`config.mk`:
```
export PLATFORM = sky130hd
export DESIGN_NAME = des_key_sched
export DESIGN_NICKNAME = d
export VERILOG_FILES = /design/src/rtl/des_pkg.sv /design/src/rtl/des_pc2.sv /design/src/rtl/des_key_sched.sv
export SDC_FILE = /design/constraint.sdc
export NUM_CORES = 1
export LEC_CHECK = 0
export CAP_MARGIN = 0
export CORE_MARGIN = 2
export CORE_UTILIZATION = 25
export CTS_CLUSTER_SIZE = 14
export DETAILED_ROUTE_END_ITERATION = 16
export GPL_TIMING_DRIVEN = 0
export SLEW_MARGIN = 20
export SYNTH_ARGS = -nofsm -noshare
export SYNTH_HDL_FRONTEND = slang
export SYNTH_SLANG_ARGS = --single-unit
```
`constraint.sdc`:
```
create_clock -name clk -period 3.71 [get_ports clk]
set_clock_uncertainty 0.2 [all_clocks]
set_input_delay 0.742 -clock clk [delete_from_list [all_inputs] [get_ports clk]]
set_output_delay 0.742 -clock clk [all_outputs]
set_load 0.01 [all_outputs]
```
`src/rtl/des_pkg.sv`:
```
// Shared DES key-schedule tables, FSM state type and helper functions.
// Used by des_key_sched and des_pc2.
package des_pkg;

  typedef enum logic [1:0] {
    ST_IDLE,
    ST_LOAD,
    ST_ROUND,
    ST_LAST
  } des_state_e;

  localparam logic [4:0] DES_CNT_LOAD        = 5'd0;
  localparam logic [4:0] DES_CNT_FINAL_ROUND = 5'd16;
  localparam logic [4:0] DES_CNT_LAST        = 5'd17;

  // Tables use FIPS 1-based numbering, bit 1 being the MSB of the vector.
  localparam int unsigned PC1_TAB [56] = '{
    57, 49, 41, 33, 25, 17,  9,  1, 58, 50, 42, 34, 26, 18,
    10,  2, 59, 51, 43, 35, 27, 19, 11,  3, 60, 52, 44, 36,
    63, 55, 47, 39, 31, 23, 15,  7, 62, 54, 46, 38, 30, 22,
    14,  6, 61, 53, 45, 37, 29, 21, 13,  5, 28, 20, 12,  4
  };

  localparam int unsigned PC2_TAB [48] = '{
    14, 17, 11, 24,  1,  5,  3, 28, 15,  6, 21, 10,
    23, 19, 12,  4, 26,  8, 16,  7, 27, 20, 13,  2,
    41, 52, 31, 37, 47, 55, 30, 40, 51, 45, 33, 48,
    44, 49, 39, 56, 34, 53, 46, 42, 50, 36, 29, 32
  };

  // SHIFT_TAB[k-1] = S(k)
  localparam logic [1:0] SHIFT_TAB [16] = '{
    2'd1, 2'd1, 2'd2, 2'd2, 2'd2, 2'd2, 2'd2, 2'd2,
    2'd1, 2'd2, 2'd2, 2'd2, 2'd2, 2'd2, 2'd2, 2'd1
  };

  function automatic logic [55:0] des_pc1(input logic [63:0] key);
    logic [55:0] cd;
    cd = '0;
    for (int unsigned k = 0; k < 56; k++) begin
      cd[55 - k] = key[64 - PC1_TAB[k]];
    end
    return cd;
  endfunction

  function automatic logic [27:0] des_rot28(input logic [27:0] x,
                                            input logic [1:0]  n,
                                            input logic        right);
    logic [27:0] r;
    case (n)
      2'd1:    r = right ? {x[0], x[27:1]}   : {x[26:0], x[27]};
      2'd2:    r = right ? {x[1:0], x[27:2]} : {x[25:0], x[27:26]};
      default: r = x;
    endcase
    return r;
  endfunction

endpackage

```
`src/rtl/des_pc2.sv`:
```
// DES PC-2: purely combinational 56-bit C||D to 48-bit round key selection.
module des_pc2
  import des_pkg::*;
(
  input  logic [55:0] cd,
  output logic [47:0] subkey
);

  always_comb begin
    subkey = '0;
    for (int unsigned k = 0; k < 48; k++) begin
      subkey[47 - k] = cd[56 - PC2_TAB[k]];
    end
  end

endmodule

```
`src/rtl/des_key_sched.sv`:
```
// DES round-key sequencer and round counter (cnt 0, 1..16, 17) for both directions.
// Optional key parity check enabled by defining DES_KEY_PARITY_CHK_EN.
module des_key_sched
  import des_pkg::*;
(
  input  logic        clk,
  input  logic        rst_n,
  input  logic        start,
  input  logic        decrypt,
  input  logic [63:0] key_in,
  output logic [4:0]  cnt,
  output logic [47:0] subkey,
  output logic        busy,
  output logic        done,
  output logic        key_err
);

  des_state_e  state_q, state_d;
  logic [4:0]  cnt_q;
  logic [27:0] c_q, d_q, c_d, d_d;
  logic        dir_q;
  logic        key_ok;
  logic        accept;
  logic        stepping;
  logic [1:0]  amt;
  logic [3:0]  sidx;

`ifdef DES_KEY_PARITY_CHK_EN
  logic key_err_q;

  always_comb begin
    key_ok = 1'b1;
    for (int unsigned b = 0; b < 8; b++) begin
      if (!(^key_in[8*b +: 8])) key_ok = 1'b0;
    end
  end

  always_ff @(posedge clk or negedge rst_n) begin
    if (!rst_n) key_err_q <= 1'b0;
    else if (state_q == ST_IDLE && start) key_err_q <= ~key_ok;
  end

  assign key_err = key_err_q;
`else
  assign key_ok  = 1'b1;
  assign key_err = 1'b0;
`endif

  assign accept   = (state_q == ST_IDLE) && start && key_ok;
  assign stepping = (state_q == ST_LOAD) || (state_q == ST_ROUND);

  always_comb begin
    state_d = state_q;
    case (state_q)
      ST_IDLE:  if (accept) state_d = ST_LOAD;
      ST_LOAD:  state_d = ST_ROUND;
      ST_ROUND: if (cnt_q == DES_CNT_FINAL_ROUND) state_d = ST_LAST;
      ST_LAST:  state_d = ST_IDLE;
      default:  state_d = ST_IDLE;
    endcase
  end

  // Leaving cnt=i loads the C/D for round i+1: encrypt left S(i+1),
  // decrypt right S(17-i); decrypt round 1 reuses C0/D0 unshifted.
  always_comb begin
    sidx = dir_q ? 4'(DES_CNT_FINAL_ROUND - cnt_q) : cnt_q[3:0];
    amt  = '0;
    if (stepping && cnt_q != DES_CNT_FINAL_ROUND &&
        !(dir_q && cnt_q == DES_CNT_LOAD)) begin
      amt = SHIFT_TAB[sidx];
    end
    c_d = des_rot28(c_q, amt, dir_q);
    d_d = des_rot28(d_q, amt, dir_q);
  end

  always_ff @(posedge clk or negedge rst_n) begin
    if (!rst_n) begin
      state_q <= ST_IDLE;
      cnt_q   <= DES_CNT_LOAD;
      c_q     <= '0;
      d_q     <= '0;
      dir_q   <= 1'b0;
    end else begin
      state_q <= state_d;
      if (accept) begin
        cnt_q      <= DES_CNT_LOAD;
        {c_q, d_q} <= des_pc1(key_in);
        dir_q      <= decrypt;
      end else if (stepping) begin
        cnt_q <= cnt_q + 5'd1;
        c_q   <= c_d;
        d_q   <= d_d;
      end
    end
  end

  des_pc2 u_pc2 (
    .cd     ({c_q, d_q}),
    .subkey (subkey)
  );

  assign cnt  = cnt_q;
  assign busy = stepping;
  assign done = (state_q == ST_LAST);

endmodule

```
# Yosys cells after proc, flatten, opt, wreduce, memory -nomap -nowiden
# Memories as Yosys holds them, arrays and structs flattened.
# Cells that the tools add are included.
# word_totals
register_bits,64
mem_count,1
romBits,32
input_bits,68
output_inout_bits,56
# classes
n_eq_ne,9
n_bitwise,1
order_cmp,1
n_reduce_logical,12
n_addsub,2
mux,19
# memory_table
memory,depth,word_bits,read_ports,rd_clocked_by_memory_dff,wr,line_no,rtl
(name not given),16,2,1,0,0,des_key_sched.sv:70,amt = SHIFT_TAB[sidx];
# op_table
operator,n
two-way mux 28 bit,8
one-hot mux 28 bit (2 select lines),2
two-way mux 2 bit,5
two-way mux 5 bit,2
one-hot mux 2 bit (4 select lines),1
== test 2 bit (second input constant),3
adder 5 x 1 -> 5 bit (second input constant),1
== test 5 bit (second input constant),1
greater-or-equal comparator 5 bit (second input constant),1
zero test 5 bit,1
!= test 5 bit (second input constant),1
inverter 4 -> 5 bit,1
== test 2 x 1 -> 1 bit (second input constant),2
logical AND 1 bit,4
two-way mux 4 bit,1
AND reduction 2 bit,2
subtractor 1 x 4 -> 4 bit (first input constant),1
nonzero test 3 bit,1
zero test 2 bit,1
!= test 2 x 1 -> 1 bit (second input constant),1
!= test 2 bit (second input constant),1
nonzero test 2 bit,1
zero test 1 bit,1
logical OR 1 bit,1

# Logic depth before layout (Yosys ltp)
# logic_depth
depth_word,11
ltp_mapped,10
mapped_depth_nobuf,7

# By module
# From an unflattened synthesis, not the netlist that was laid out.
# hier_totals
cells_unflattened,892
area_unflattened_um2,7134.3
# by_module_without_submodules
mod,area_each_um2,seq_area_each_um2,cells_each,n_inst
des_key_sched,6774.0,1601.5,844,1
des_pc2,360.3,0.0,48,1

# Worst setup path before layout
# OpenSTA, ideal clock, no wires.
# synth_path
kind,reg-to-reg
from,reg cnt_q[0] (netlist: cnt[0])
to,reg c_q[22]
arrival_time_ps,2258
required_time_ps,3428
n_path_buf,2
path_stages_with_launch,10
path_slack_ps,1170
path_cell_list,dfrtp_1 -> inv_1 -> ha_1 -> buf_2 -> nor4bb_1 -> or3_4 -> nor3_4 -> buf_6 -> a31oi_1 -> a31oi_1
# synth_between
elab_chain_cells,11
# synth_lines
element,line_no,rtl
from (decl),des_key_sched.sv:19,logic [4:0] cnt_q;
from (signal assigned),des_key_sched.sv:90,cnt_q <= cnt_q + 5'd1;
subtractor 1 x 4 -> 4 bit,des_key_sched.sv:66,sidx = dir_q ? 4'(DES_CNT_FINAL_ROUND - cnt_q) : cnt_q[3:0];
two-way mux 4 bit,des_key_sched.sv:66,
inverter 4 -> 5 bit (not written as such),des_key_sched.sv:70,
memory (16 x 2 bit),-,
two-way mux 2 bit (not written as such) (2 in a row),des_key_sched.sv:70,
two-way mux 2 bit *,des_key_sched.sv:68,if (stepping && cnt_q != DES_CNT_FINAL_ROUND &&
== test 2 bit / == test 2 x 1 -> 1 bit (equally long branches),des_pkg.sv:50,case (n)
one-hot mux 28 bit (2 select lines),des_pkg.sv:50,
two-way mux 28 bit,des_key_sched.sv:89,end else if (stepping) begin
two-way mux 28 bit,des_key_sched.sv:85,if (accept) begin
to (signal assigned),des_key_sched.sv:87,"{c_q, d_q} <= des_pc1(key_in);"
to (decl),des_key_sched.sv:20,"logic [27:0] c_q, d_q, c_d, d_d;"
# Mark *: on every way between the ends. The rest lies on a longest branch, timed or not. The select of a mux whose other input is x is not followed.
# A chain may end at the register's enable or synchronous reset.

# Worst setup path after layout
# layout_path
from,in start
to,reg c_q[0]
# layout_between
elab_chain_cells,3
# layout_lines
element,line_no,rtl
from (decl),des_key_sched.sv:8,"input logic start,"
logical AND 1 bit *,des_key_sched.sv:49,assign accept = (state_q == ST_IDLE) && start && key_ok;
nonzero test 3 bit (no source line) / nonzero test 2 bit (equally long branches),-,
AND reduction 2 bit (no source line),-,
# Mark *: on every way between the ends. The rest lies on a longest branch, timed or not.

==> flow_metrics.tcl <==
set metrics [dict create \
    cts_root_buf "clkbuf_16" \
    grt_util_met2_pct 27.5 \
    setup_viol 0 \
    wire_per_inst_um 19.1 \
    grt_pass1_vias 7288 \
    antenna_found_initial 0 \
    async_reset_ff_share_pct 100 \
    synth_top_area_share_pct 23.6 \
    cts_max_path_buffers 2 \
    layout.nets 1093 \
    firstDrtPassIters 5 \
    clk_latency_ps 350 \
    cts-htree-levels 3 \
    initial_core_util_pct 25.5 \
    diodes 0 \
    use_met1_pct 24.4 \
    via_count 7666 \
    drv_cap 0 \
    synth_top_family_by_area "compound AO/OA/AOI/OAI gates" \
    slew_headroom_pct 41.9 \
    synthMuxAreaShare_pct 23.7 \
    via_per_inst 5.47 \
    synth_xor_area_share_pct 0.737 \
    start_kind "primary input" \
    cts.clk_slew.worst_paths_ps 60 \
    synth_compound_area_share_pct 24.6 \
    timing.rr.start "cnt[1]$_DFFE_PN0P_" \
    numCtsBuffers 9 \
    grt_overflow 0 \
    die_width_um 173 \
    placementRows 61 \
    r2r_cells 9 \
    synth_cells 892 \
    crit_required_ps 3780 \
    postCtsSetupBuffers 0 \
    antenna_left 0 \
    ios 124 \
    nFillCells 3017 \
    fp.dieH_um 173 \
    crit_type "primary input to flop" \
    synthTopCellsByArea "mux2i_1 24%, dfrtp_1 22%, a31oi_1 9.7%" \
    syn_avg_cell_area_sq_um 8.00 \
    synth_seq_cells 64 \
    grt_use_met3_pct 3.80 \
    critPathMaxFanout 10 \
    hold_viol_final 0 \
    synth_simple_gate_area_share_pct 14.9 \
    ys_types 41 \
    io_buffers 114 \
    synth.yosys.seq_area_share_pct 22.4 \
    maxSlewViolCount 0 \
    synth_area_leader_cell "mux2i_1" \
    hp-class "primary input to async pin" \
    worst_pin_slew_ps 866 \
    busiest_layer "met2" \
    synth_area_sq_um 7130 \
    yosys_warnings 0 \
    wl_um 26800 \
    fin_crit_ps 3130 \
    multi_input_area_sq_um 4660 \
    postPlaceCellArea_sq_um 8770 \
    rrSetupSlack_ps 620 \
    postLayoutCellArea_sq_um 9080 \
    post-route-period-util_pct 84.4 \
    hpwl_um 18500 \
    dr.first_iter.drc_count 884 \
    die_area_sq_um 29900 \
    cts_tree "yes" \
    remaining_drc_errors 0 \
    area_growth_pct 27.3 \
    synthFlopType "dfrtp_1" \
    grt_max_degree 35 \
    crit_path_end_kind "flop" \
    core_area_sq_um 27900 \
    grt_pass1_wl_um 42200 \
    max_freq_mhz 319 \
    clock_sink_count 64 \
    synth_fp_nets 967 \
    regArea_sq_um 1600 \
    crit_end "c_q[0]$_DFFE_PN0P_" \
    cts_resized 0 \
    synth_edf_count 0 \
    synth-adder-area-share_pct 1.23 \
    drive_gt1_share_pct 12.6 \
    grtUsageTotal_pct 17.3 \
    status "complete, no violations" \
    crit_path_start "start" \
    holdBufCountCts 0 \
    r2r_end "c_q[24]$_DFFE_PN0P_" \
    arrival_ps 3200 \
    gp_congestion 0.861 \
    rsz0062_at_grt "false" \
]
## state kept, by name, indices dropped and copies added, names as in the netlist
register / flops
dir_q: 1
d_q: 28
state_q: 2
cnt: 5
c_q: 28
## per-layer routing
metal  part of all wire [%]  vias to the layer above  wire, um
met2                     46                      335     12400
met4                   0.94                        0       253
met3                    7.0                       18      1890
met1                     46                     3735     12300
met5                      0                        -         0
li1                       -                     3578         -
## cells in the final DEF (no fill, tap or decap), drive strengths merged, types with 2 or more instances in the layout
master	instances
buf	117
o31ai	2
xor2	4
o31a	2
nand3	55
nor2	66
a21oi	57
clkdlybuf4s50	113
clkbuf	49
dfrtp	64
inv	5
mux2i	168
a31oi	111
a211oi	2
ha	7
nor4bb	2
nand2	5
nand2b	57
nor3	4
o22ai	110
nand3b	2
xnor2	2
nand4	3
## cell type report
type                    instances  area share (%)
clock buffers                  14            3.13
flip-flops and latches         64            17.6
well taps                     378            5.21
clock inverters                 2           0.386
plain buffers                 150            9.45
inverters                       5           0.207
multi-input cells             673            51.2
repair buffers                115            12.8
## logic make-up after synthesis
kind of cell | Yosys count
xor+xnor | 6
mux | 169
simple gates | 202
buf+inv | 155
other cells | 1
flops | 64
fa+ha+maj | 7
compound gates | 288
## Yosys cell counts, types with 5 or more instances
cell type / n
a21oi_1: 57
a31oi_1: 111
buf_1: 10
buf_2: 47
buf_4: 53
buf_6: 5
clkbuf_1: 35
dfrtp_1: 64
ha_1: 7
inv_1: 5
mux2i_1: 168
nand2_1: 5
nand2b_1: 57
nand3_1: 55
nor2_1: 66
o22ai_1: 110
## how the worst min path moves through the flow
stage	to	start	slack, ps
2_1_floorplan	c_q[0]$_DFFE_PN0P_	rst_n	250
3_3_place_gp	state_q[0]$_DFFE_PN0P_	state_q[0]$_DFFE_PN0P_	340
3_5_place_dp	state_q[0]$_DFFE_PN0P_	state_q[0]$_DFFE_PN0P_	340
4_1_cts	c_q[3]$_DFFE_PN0P_	rst_n	160
6_report	c_q[3]$_DFFE_PN0P_	rst_n	150
5_1_grt	c_q[3]$_DFFE_PN0P_	rst_n	170
## through the flow
stage | setup slack (ps) | setup TNS, ps | cells | utilization [%] | hold slack, ps
final | 577 | 0 | 1401 | 32.5 | 151
after global placement | -819 | -52100 | 1384 | 31.3 | 335
after detailed placement | 254 | 0 | 1385 | 31.4 | 341
after global routing | 401 | 0 | 1401 | 32.5 | 173
after CTS | 596 | 0 | 1401 | 32.5 | 155
after floorplan | 1170 | 0 | 892 | - | 246
## critical path, cell delays in order
cell             delay, ps
clkdlybuf4s50_1        430
nand2_1                170
clkbuf_1               510
clkbuf_1               490
clkbuf_1               470
o22ai_1                210
a31oi_1                160
Power is left out: the tool's default activity adds up to more than one toggle a clock period on the data nets, which glitch-free logic cannot reach.
